File: src/rtl/imem_dmem_arbiter_if.sv
// Fetch, data and unified-memory port bundle shared by
// the instruction/data memory arbiter and its environment.
interface imem_dmem_arbiter_if #(
    parameter int AW = 32,
    parameter int DW = 32
);
    logic            i_req;
    logic [AW-1:0]   i_addr;
    logic [DW-1:0]   i_rdata;
    logic            i_valid;
    logic            flush_i;

    logic            d_req;
    logic            d_we;
    logic [AW-1:0]   d_addr;
    logic [DW-1:0]   d_wdata;
    logic [DW/8-1:0] d_wstrb;
    logic [DW-1:0]   d_rdata;
    logic            d_valid;

    logic            m_req;
    logic            m_we;
    logic [AW-1:0]   m_addr;
    logic [DW-1:0]   m_wdata;
    logic [DW/8-1:0] m_wstrb;
    logic            m_ack;
    logic [DW-1:0]   m_rdata;

    logic            stall_if;
    logic            stall_mem;

    modport master (
        input  i_req, i_addr, flush_i,
        input  d_req, d_we, d_addr, d_wdata, d_wstrb,
        input  m_ack, m_rdata,
        output i_rdata, i_valid, d_rdata, d_valid,
        output m_req, m_we, m_addr, m_wdata, m_wstrb,
        output stall_if, stall_mem
    );

    modport slave (
        output i_req, i_addr, flush_i,
        output d_req, d_we, d_addr, d_wdata, d_wstrb,
        output m_ack, m_rdata,
        input  i_rdata, i_valid, d_rdata, d_valid,
        input  m_req, m_we, m_addr, m_wdata, m_wstrb,
        input  stall_if, stall_mem
    );
endinterface

File: src/rtl/imem_dmem_arbiter.sv
// Shares one memory port between fetch and memory stages:
// data-first arbitration with a starvation limiter and flush drop.
module imem_dmem_arbiter #(
    parameter int AW         = 32,
    parameter int DW         = 32,
    parameter int STARVE_LIM = 4
) (
    input logic                 clk,
    input logic                 rst_n,
    imem_dmem_arbiter_if.master bus
);
    typedef enum logic [1:0] {
        IDLE,
        IBUSY,
        DBUSY,
        IDROP
    } state_e;

    localparam logic [3:0] LIM = 4'(STARVE_LIM);

    state_e          state_q, state_d;
    logic            m_req_q, m_req_d;
    logic            m_we_q, m_we_d;
    logic [AW-1:0]   m_addr_q, m_addr_d;
    logic [DW-1:0]   m_wdata_q, m_wdata_d;
    logic [DW/8-1:0] m_wstrb_q, m_wstrb_d;
    logic [DW-1:0]   i_rdata_q, i_rdata_d;
    logic            i_valid_q, i_valid_d;
    logic [DW-1:0]   d_rdata_q, d_rdata_d;
    logic            d_valid_q, d_valid_d;
    logic [3:0]      starve_q, starve_d;

    logic i_elig;
    logic d_elig;
    logic grant_i;
    logic grant_d;

    always_comb begin
        i_elig    = bus.i_req & ~bus.flush_i & ~i_valid_q;
        d_elig    = bus.d_req & ~d_valid_q;
        grant_i   = 1'b0;
        grant_d   = 1'b0;
        state_d   = state_q;
        m_req_d   = m_req_q;
        m_we_d    = m_we_q;
        m_addr_d  = m_addr_q;
        m_wdata_d = m_wdata_q;
        m_wstrb_d = m_wstrb_q;
        i_rdata_d = i_rdata_q;
        i_valid_d = 1'b0;
        d_rdata_d = d_rdata_q;
        d_valid_d = 1'b0;

        unique case (state_q)
            IDLE: begin
                // fetch overrides data only once the limiter has saturated
                if (d_elig && !(i_elig && starve_q == LIM)) begin
                    grant_d = 1'b1;
                end else if (i_elig) begin
                    grant_i = 1'b1;
                end
                if (grant_d) begin
                    state_d   = DBUSY;
                    m_req_d   = 1'b1;
                    m_we_d    = bus.d_we;
                    m_addr_d  = bus.d_addr;
                    m_wdata_d = bus.d_wdata;
                    m_wstrb_d = bus.d_wstrb;
                end else if (grant_i) begin
                    state_d   = IBUSY;
                    m_req_d   = 1'b1;
                    m_we_d    = 1'b0;
                    m_addr_d  = bus.i_addr;
                    m_wdata_d = '0;
                    m_wstrb_d = '0;
                end
            end
            IBUSY: begin
                if (bus.m_ack) begin
                    state_d = IDLE;
                    m_req_d = 1'b0;
                    if (!bus.flush_i) begin
                        i_valid_d = 1'b1;
                        i_rdata_d = bus.m_rdata;
                    end
                end else if (bus.flush_i) begin
                    state_d = IDROP;
                end
            end
            IDROP: begin
                if (bus.m_ack) begin
                    state_d = IDLE;
                    m_req_d = 1'b0;
                end
            end
            DBUSY: begin
                if (bus.m_ack) begin
                    state_d   = IDLE;
                    m_req_d   = 1'b0;
                    d_valid_d = 1'b1;
                    if (!m_we_q) begin
                        d_rdata_d = bus.m_rdata;
                    end
                end
            end
            default: state_d = IDLE;
        endcase

        if (!bus.i_req || grant_i) begin
            starve_d = '0;
        end else if (grant_d && starve_q != 4'hF) begin
            starve_d = starve_q + 4'd1;
        end else begin
            starve_d = starve_q;
        end
    end

    always_ff @(posedge clk) begin
        if (!rst_n) begin
            state_q   <= IDLE;
            m_req_q   <= 1'b0;
            m_we_q    <= 1'b0;
            m_addr_q  <= '0;
            m_wdata_q <= '0;
            m_wstrb_q <= '0;
            i_rdata_q <= '0;
            i_valid_q <= 1'b0;
            d_rdata_q <= '0;
            d_valid_q <= 1'b0;
            starve_q  <= '0;
        end else begin
            state_q   <= state_d;
            m_req_q   <= m_req_d;
            m_we_q    <= m_we_d;
            m_addr_q  <= m_addr_d;
            m_wdata_q <= m_wdata_d;
            m_wstrb_q <= m_wstrb_d;
            i_rdata_q <= i_rdata_d;
            i_valid_q <= i_valid_d;
            d_rdata_q <= d_rdata_d;
            d_valid_q <= d_valid_d;
            starve_q  <= starve_d;
        end
    end

    assign bus.m_req     = m_req_q;
    assign bus.m_we      = m_we_q;
    assign bus.m_addr    = m_addr_q;
    assign bus.m_wdata   = m_wdata_q;
    assign bus.m_wstrb   = m_wstrb_q;
    assign bus.i_rdata   = i_rdata_q;
    assign bus.i_valid   = i_valid_q;
    assign bus.d_rdata   = d_rdata_q;
    assign bus.d_valid   = d_valid_q;
    assign bus.stall_if  = bus.i_req & ~i_valid_q;
    assign bus.stall_mem = bus.d_req & ~d_valid_q;
endmodule

File: src/flat_wrapper.sv
// flat-port wrapper written by rule: the top's interface ports become plain ports
module imem_dmem_arbiter_flat 
#(
    parameter int AW         = 32,
    parameter int DW         = 32,
    parameter int STARVE_LIM = 4
)
  (clk, rst_n, bus_i_req, bus_i_addr, bus_flush_i, bus_d_req, bus_d_we, bus_d_addr, bus_d_wdata, bus_d_wstrb, bus_m_ack, bus_m_rdata, bus_i_rdata, bus_i_valid, bus_d_rdata, bus_d_valid, bus_m_req, bus_m_we, bus_m_addr, bus_m_wdata, bus_m_wstrb, bus_stall_if, bus_stall_mem);
  imem_dmem_arbiter_if #(.AW(AW), .DW(DW)) bus_i ();
  input logic clk;
  input logic rst_n;
  input wire logic [$bits(bus_i.i_req)-1:0] bus_i_req;
  input wire logic [$bits(bus_i.i_addr)-1:0] bus_i_addr;
  input wire logic [$bits(bus_i.flush_i)-1:0] bus_flush_i;
  input wire logic [$bits(bus_i.d_req)-1:0] bus_d_req;
  input wire logic [$bits(bus_i.d_we)-1:0] bus_d_we;
  input wire logic [$bits(bus_i.d_addr)-1:0] bus_d_addr;
  input wire logic [$bits(bus_i.d_wdata)-1:0] bus_d_wdata;
  input wire logic [$bits(bus_i.d_wstrb)-1:0] bus_d_wstrb;
  input wire logic [$bits(bus_i.m_ack)-1:0] bus_m_ack;
  input wire logic [$bits(bus_i.m_rdata)-1:0] bus_m_rdata;
  output wire logic [$bits(bus_i.i_rdata)-1:0] bus_i_rdata;
  output wire logic [$bits(bus_i.i_valid)-1:0] bus_i_valid;
  output wire logic [$bits(bus_i.d_rdata)-1:0] bus_d_rdata;
  output wire logic [$bits(bus_i.d_valid)-1:0] bus_d_valid;
  output wire logic [$bits(bus_i.m_req)-1:0] bus_m_req;
  output wire logic [$bits(bus_i.m_we)-1:0] bus_m_we;
  output wire logic [$bits(bus_i.m_addr)-1:0] bus_m_addr;
  output wire logic [$bits(bus_i.m_wdata)-1:0] bus_m_wdata;
  output wire logic [$bits(bus_i.m_wstrb)-1:0] bus_m_wstrb;
  output wire logic [$bits(bus_i.stall_if)-1:0] bus_stall_if;
  output wire logic [$bits(bus_i.stall_mem)-1:0] bus_stall_mem;
  assign bus_i.i_req = bus_i_req;
  assign bus_i.i_addr = bus_i_addr;
  assign bus_i.flush_i = bus_flush_i;
  assign bus_i.d_req = bus_d_req;
  assign bus_i.d_we = bus_d_we;
  assign bus_i.d_addr = bus_d_addr;
  assign bus_i.d_wdata = bus_d_wdata;
  assign bus_i.d_wstrb = bus_d_wstrb;
  assign bus_i.m_ack = bus_m_ack;
  assign bus_i.m_rdata = bus_m_rdata;
  assign bus_i_rdata = bus_i.i_rdata;
  assign bus_i_valid = bus_i.i_valid;
  assign bus_d_rdata = bus_i.d_rdata;
  assign bus_d_valid = bus_i.d_valid;
  assign bus_m_req = bus_i.m_req;
  assign bus_m_we = bus_i.m_we;
  assign bus_m_addr = bus_i.m_addr;
  assign bus_m_wdata = bus_i.m_wdata;
  assign bus_m_wstrb = bus_i.m_wstrb;
  assign bus_stall_if = bus_i.stall_if;
  assign bus_stall_mem = bus_i.stall_mem;
  imem_dmem_arbiter #(.AW(AW), .DW(DW), .STARVE_LIM(STARVE_LIM)) u_core (.clk(clk), .rst_n(rst_n), .bus(bus_i));
endmodule
File: config.mk
export PLATFORM = sky130hd
export DESIGN_NAME = imem_dmem_arbiter_flat
export DESIGN_NICKNAME = d
export VERILOG_FILES = /design/src/rtl/imem_dmem_arbiter_if.sv /design/src/rtl/imem_dmem_arbiter.sv /design/src/flat_wrapper.sv
export SDC_FILE = /design/constraint.sdc
export NUM_CORES = 1
export LEC_CHECK = 0
export CORE_ASPECT_RATIO = 1.75
export CORE_MARGIN = 1.5
export CORE_UTILIZATION = 35
export DETAILED_ROUTE_END_ITERATION = 7
export PLACE_DENSITY = 0.76
export SYNTH_ARGS = -nofsm -noshare
export SYNTH_HDL_FRONTEND = slang
export SYNTH_SLANG_ARGS = --single-unit
export TNS_END_PERCENT = 30
File: constraint.sdc
create_clock -name clk -period 1.57 [get_ports clk]
set_input_delay 0.157 -clock clk [delete_from_list [all_inputs] [get_ports clk]]
set_output_delay 0.157 -clock clk [all_outputs]
set_load 0.01 [all_outputs]
# Word level (Yosys, flattened, before mapping)
# Index checks and enable logic that the tools add are counted.
# Widths: inputs -> output; s select.
# totals
word_cells	75
output_inout_bits	138
ff_bits	142
# classes
reduce_logical	18
muxes	27
eq_ne	9
bitwise_logic	9
n_addsub	1
# ops
op	count
$mux 32	4
$mux 1	14
$reduce_and 3->1	4
$mux 2	5
$mux 4	2
$pmux 2 s3	1
$reduce_and 2->1	3
$not 1->1	5
$add 4x1->4 const B	1
$and 1x1->1	4
$eq 2x2->1 const B	2
$eq 4x3->1 const B	1
$ne 2x1->1 const B	2
$ne 4x4->1 const B	1
$reduce_or 2->1	2
$logic_and 1x1->1	3
$ne 3x1->1 const B	1
$ne 3x3->1 const B	1
$reduce_or 3->1	1
$eq 2x1->1 const B	1
$logic_not 1->1	2
$logic_not 2->1	1
$pmux 1 s2	1
$reduce_bool 2->1	1
$logic_or 1x1->1	1

# Logic depth before layout (Yosys ltp)
# Gate-level depths: netlist of run 1.
# logic_depth
word_depth	11
mapped_depth	8

# Worst setup path after synthesis of run 1
# OpenSTA, ideal clock, no wires.
# synth_path
kind	register to register
start	register u_core.starve_q[0]
end	register u_core.m_addr_q[10] (netlist: u_core.bus.m_addr[10])
path_buffers	1
setup_time_ps	70
stages_incl_launch_ff	8
t_arrival_ps	1516
required_ps	1500
setup_slack_ps	-15
path_cell_list	dfxtp_1 inv_1 ha_1 and3b_1 a21oi_1 buf_2 a21oi_1 a21oi_1
# synth_via
elab_chain_cells	8
elab_cells_between_ends	11
classes_between	eq/ne (1); mux (5); reduce/logical (5)
# synth_lines
item	line_no	rtl
start, declared	imem_dmem_arbiter.sv:31	logic [3:0] starve_q, starve_d;
start signal, assigned	imem_dmem_arbiter.sv:142	starve_q <= starve_d;
$eq 4x3->1 *	imem_dmem_arbiter.sv:57	if (d_elig && !(i_elig && starve_q == LIM)) begin
$logic_and 1x1->1 *	imem_dmem_arbiter.sv:57	
$logic_not 1->1 *	imem_dmem_arbiter.sv:57	
$logic_and 1x1->1 *	imem_dmem_arbiter.sv:57	
$mux 1	imem_dmem_arbiter.sv:57	
$mux 1	imem_dmem_arbiter.sv:54	unique case (state_q)
$reduce_bool 2->1 (no source line)	n/a	
$reduce_and 2->1 (no source line)	n/a	
end signal, assigned	imem_dmem_arbiter.sv:135	m_addr_q <= m_addr_d;
end, declared	imem_dmem_arbiter.sv:24	logic [AW-1:0] m_addr_q, m_addr_d;
# Mark *: on every way between the ends. The rest lies on a longest branch, timed or not. The select of a mux whose other input is x is not followed.
# A chain may end at the register's enable or synchronous reset.

# Worst setup path after layout of run 1
# layout_path
start	register u_core.i_valid_q (netlist: u_core.bus.i_valid)
end	register u_core.m_wdata_q[5] (netlist: u_core.bus.m_wdata[5])
# layout_via
elab_chain_cells	9
elab_cells_between_ends	13
classes_between	mux (6); bitwise (2); reduce/logical (5)
# layout_lines
item	line_no	rtl
start, declared	imem_dmem_arbiter.sv:28	logic i_valid_q, i_valid_d;
start signal, assigned	imem_dmem_arbiter.sv:139	i_valid_q <= i_valid_d;
$not 1->1 *	imem_dmem_arbiter.sv:39	i_elig = bus.i_req & ~bus.flush_i & ~i_valid_q;
$and 1x1->1 *	imem_dmem_arbiter.sv:39	
$logic_and 1x1->1	imem_dmem_arbiter.sv:57	
$logic_not 1->1	imem_dmem_arbiter.sv:57	
$logic_and 1x1->1	imem_dmem_arbiter.sv:57	
$mux 1	imem_dmem_arbiter.sv:57	
$mux 1	imem_dmem_arbiter.sv:54	
$reduce_bool 2->1 (no source line)	n/a	
$reduce_and 2->1 (no source line)	n/a	
end signal, assigned	imem_dmem_arbiter.sv:136	m_wdata_q <= m_wdata_d;
end, declared	imem_dmem_arbiter.sv:25	logic [DW-1:0] m_wdata_q, m_wdata_d;
# Marked as above.

==> flow_summary_export.csv, run 1 <==
group,metric,value,unit
grt,gr-total-overflow,0,
status,outcome,"complete, but fails checks",
floorplan,io-pin-count,277,
yosys,netlist_top_cells_area,"dfxtp_1, a21oi_1, nand2_1, a22o_1, o21ai_0",
grt,grt_pass1_vias,5157,
clock_network,root_buffer,"clkbuf_16",
routing,drc,0,
placed_design,portBuffers,276,
clock_network,cts_buffer_depth,2,
yosys,yosys-top-cells-count,"nand2_1, dfxtp_1, a21oi_1",
floorplan,die_x,95.0,µm
clock_network,worstSkewPairLatency,410,ps
timing,tightest_slew,337,ps
yosys,synth.yosys.seq_area_share,54.8,%
timing,fin_ws,-44.5,ps
setup_path,crit_family,"simple AND/OR/NAND/NOR gates",
cells_and_area,drive_gt1_share,10.2,%
timing,rsz0062_at_grt,"true",
setup_path,cp_num_buf_inv,1,
routing,routed-via-count,5320,
clock_network,cts_tree,"done",
placed_design,place.gp.congestion,0.823,
setup_path,arrival,1910,ps
timing,fmax,619,MHz
routing,drtAntennaViolNets,0,
floorplan,start_util,35.9,%
yosys,synth.most_common_cell,"nand2_1",
clock_network,numCtsBuffers,17,
clock_network,cts_sinks,142,
clock_network,holdBufCountCts,0,
yosys,synth-seq-cells,142,
placed_design,dp_slack,-326,ps
timing,slew_violations,0,
cells_and_area,num-fill-cells,1217,
timing,fin_setup_tns,-1010,ps
power_and_ir_drop,vdd_drop_max,823,µV
setup_path,cp_max_fo,37,
cells_and_area,final_nets,1026,
status,violations,"setup timing",
setup_path,max_stage_delay,410,ps
power_and_ir_drop,total_power,0.00974,W
yosys,postSynthCellCount,597,
setup_path,required,1870,ps
cells_and_area,insertedDiodeCount,0,
routing,first_pass_iters,4,
grt,grt_pass1_wl,26400,µm
routing,drt_wl_total,17500,µm
timing,setup_viol,37,
cells_and_area,post-route-util,62.4,%
power_and_ir_drop,power.density,1080,nW/µm²
timing,min_period,1610,ps
setup_path,start_kind,"register",
hold_path,hold_path.class,"input pin to register",
yosys,syn_nets,738,
grt,grt_antenna_before_repair,0,
cells_and_area,final-seq-area,2850,µm²
floorplan,fp.dieArea,15600,µm²
cells_and_area,multi_input_area,2150,µm²
yosys,synth_cell_types,32,
yosys,synth_edf_count,0,
hold_path,whs_path_depth,3,
timing,fin_crit_sh,103,%
yosys,synth_compound_area_share,24.2,%
routing,post_drt_wl_per_cell,16.3,µm
floorplan,core_area,14400,µm²
routing,first_iter_violations,151,
yosys,synthArstFlopShare,0,%
yosys,synthMuxAreaShare,0,%
setup_path,r2r.worst_path.cells,5,
job,max_cap_viol_count,0,
setup_path,critical_path_class,"register to register",
power_and_ir_drop,leakagePower,3.38,nW
yosys,synthAdderAreaFrac,0.483,%
grt,grt_max_degree,70,
floorplan,die_h,164,µm
setup_path,path_cells,"or3b_4 -> a21boi_4 -> nor2_2 -> buf_12 -> a22o_1",
timing,maxSlewHeadroom,77.5,%
setup_path,path_depth,5,
timing,fin_skew,9.00,ps
floorplan,rows,58,
yosys,synth_area,5180,µm²
yosys,ys.warnings.count,0,
yosys,synth-main-ff-cell,"dfxtp_1",
yosys,synth_xor_area_share,0.169,%
setup_path,endpoint_kind,"register",
yosys,syn_avg_cell_area,8.69,µm²
yosys,synth_top_family_by_area,"compound AO/OA/AOI/OAI gates",
routing,via_per_inst,4.94,
yosys,synth.top_cell.area_share,54.8,%
yosys,synth_top_area_cell,"dfxtp_1",
yosys,synth-simple-area-share,15.4,%
timing,hold_viol_final,0,
cells_and_area,area_delta_synth_final,73.8,%
setup_path,cp_slowest_cell,"or3b_4",
clock_network,clk_pin_slew,70,ps
placed_design,dp_hpwl,12200,µm
grt,grt_usage,22.1,%
clock_network,htree_levels,4,
-- what timing repair did --
item | in CTS | in global routing
hold endpoints to repair | 0 | 0
pin swaps | 5 | 5
buffers inserted | 1 | 1
cloned | 0 | 1
gates resized for setup | 11 | 10
setup endpoints to repair | 75 | 74
-- per-layer routing --
layer  share of wire, %  global-route usage [%]  routed length, µm
met1                 37                    23.3               6560
met2                 52                    38.7               9150
met5                  0                       0                  0
met3                6.2                    6.02               1080
met4                4.2                    12.3                745
-- state kept, by name, summed over array words and instances, names as in the netlist --
name,count
u_core.bus.d_rdata,32
u_core.bus.d_valid,1
u_core.bus.i_rdata,32
u_core.bus.i_valid,1
u_core.bus.m_addr,32
u_core.bus.m_req,1
u_core.bus.m_wdata,32
u_core.bus.m_we,1
u_core.bus.m_wstrb,4
u_core.starve_q,4
u_core.state_q,2
-- final timing paths --
| kind | startpoint | to | slack [ps] |
|---|---|---|---|
| setup / recovery | u_core.bus.i_valid | u_core.bus.m_wdata[5] | -40 |
| hold / removal | bus_i_addr[20] | u_core.bus.m_addr[20] | 290 |
| setup reg to reg | u_core.bus.i_valid | u_core.bus.m_wdata[5] | -40 |
| hold reg to reg | u_core.bus.i_rdata[28] | u_core.bus.i_rdata[28] | 450 |
-- where the power goes --
part | switching, W | internal, W
Combinational | 0.000737 | 0.00101
Clock | 0.00166 | 0.00237
Sequential | 0.000129 | 0.00384
-- logic make-up (layout without fill, tap and decap cells) --
kind of cell    count (synthesis)  in the layout
compound gates                213            213
simple gates                  190            190
flops                         142            142
buf+inv                        49            350
fa+ha+maj                       2              2
xor+xnor                        1              1
-- stage by stage --
step	hold slack, ps	instances	instance area [µm²]
2_1_floorplan	282	597	5190
3_3_place_gp	440	1043	8330
3_5_place_dp	446	1043	8330
4_1_cts	277	1076	8940
5_1_grt	288	1078	9010
6_report	290	1078	9010
-- area by class of cell --
| cell class | count | area share, % |
|---|---|---|
| timing repair buffer | 314 | 35.4 |
| multi-input combinational | 406 | 23.9 |
| clock inverter | 14 | 1.74 |
| clock buffer | 18 | 4.76 |
| tap | 180 | 2.50 |
| inverter | 4 | 0.167 |
| sequential | 142 | 31.6 |
-- worst register-to-register path: stages, from the launching register on --
cell and delay, ps:
dfxtp_2 350, or3b_4 420, a21boi_4 230, nor2_2 70, buf_12 170, a22o_1 260
-- placed cells by master, fill, tap and decap left out, types with 2 or more instances in the layout --
master             n
buf_12             9
a21boi_4           2
clkinv_4           4
a21oi_1          134
o211ai_1           2
dfxtp_1          139
nor2_1             8
o21ai_2            2
buf_4             25
nand2_1          162
nor2b_1            4
clkdlybuf4s50_1  271
dlygate4sd2_1      4
inv_6              5
a22o_1            37
clkbuf_16         18
a311oi_2           2
bufinv_16          2
nand3_1            2
nor2_2             2
clkinv_2           2
inv_2              3
o21ai_0           33
nand3b_1           2
buf_6              3
dfxtp_2            3
Power figures use the tool's default switching activity.
==> run 2: changes to the inputs <==
--- a/config.mk
+++ b/config.mk
@@ -5,11 +5,13 @@
 export SDC_FILE = /design/constraint.sdc
 export NUM_CORES = 1
 export LEC_CHECK = 0
+export ABC_CLOCK_PERIOD_IN_PS = 1570
 export CORE_ASPECT_RATIO = 1.75
 export CORE_MARGIN = 1.5
 export CORE_UTILIZATION = 35
 export DETAILED_ROUTE_END_ITERATION = 7
 export PLACE_DENSITY = 0.76
+export SLEW_MARGIN = 20
 export SYNTH_ARGS = -nofsm -noshare
 export SYNTH_HDL_FRONTEND = slang
 export SYNTH_SLANG_ARGS = --single-unit
==> results of run 2 <==
The final DEF is identical to that of run 1; final timing and power are the same.
==> run 3: changes to the inputs <==
--- a/config.mk
+++ b/config.mk
@@ -6,6 +6,7 @@
 export NUM_CORES = 1
 export LEC_CHECK = 0
 export ABC_CLOCK_PERIOD_IN_PS = 1570
+export CAP_MARGIN = 5
 export CORE_ASPECT_RATIO = 1.75
 export CORE_MARGIN = 1.5
 export CORE_UTILIZATION = 35
==> results of run 3 <==
The final DEF is identical to that of run 1; final timing and power are the same.
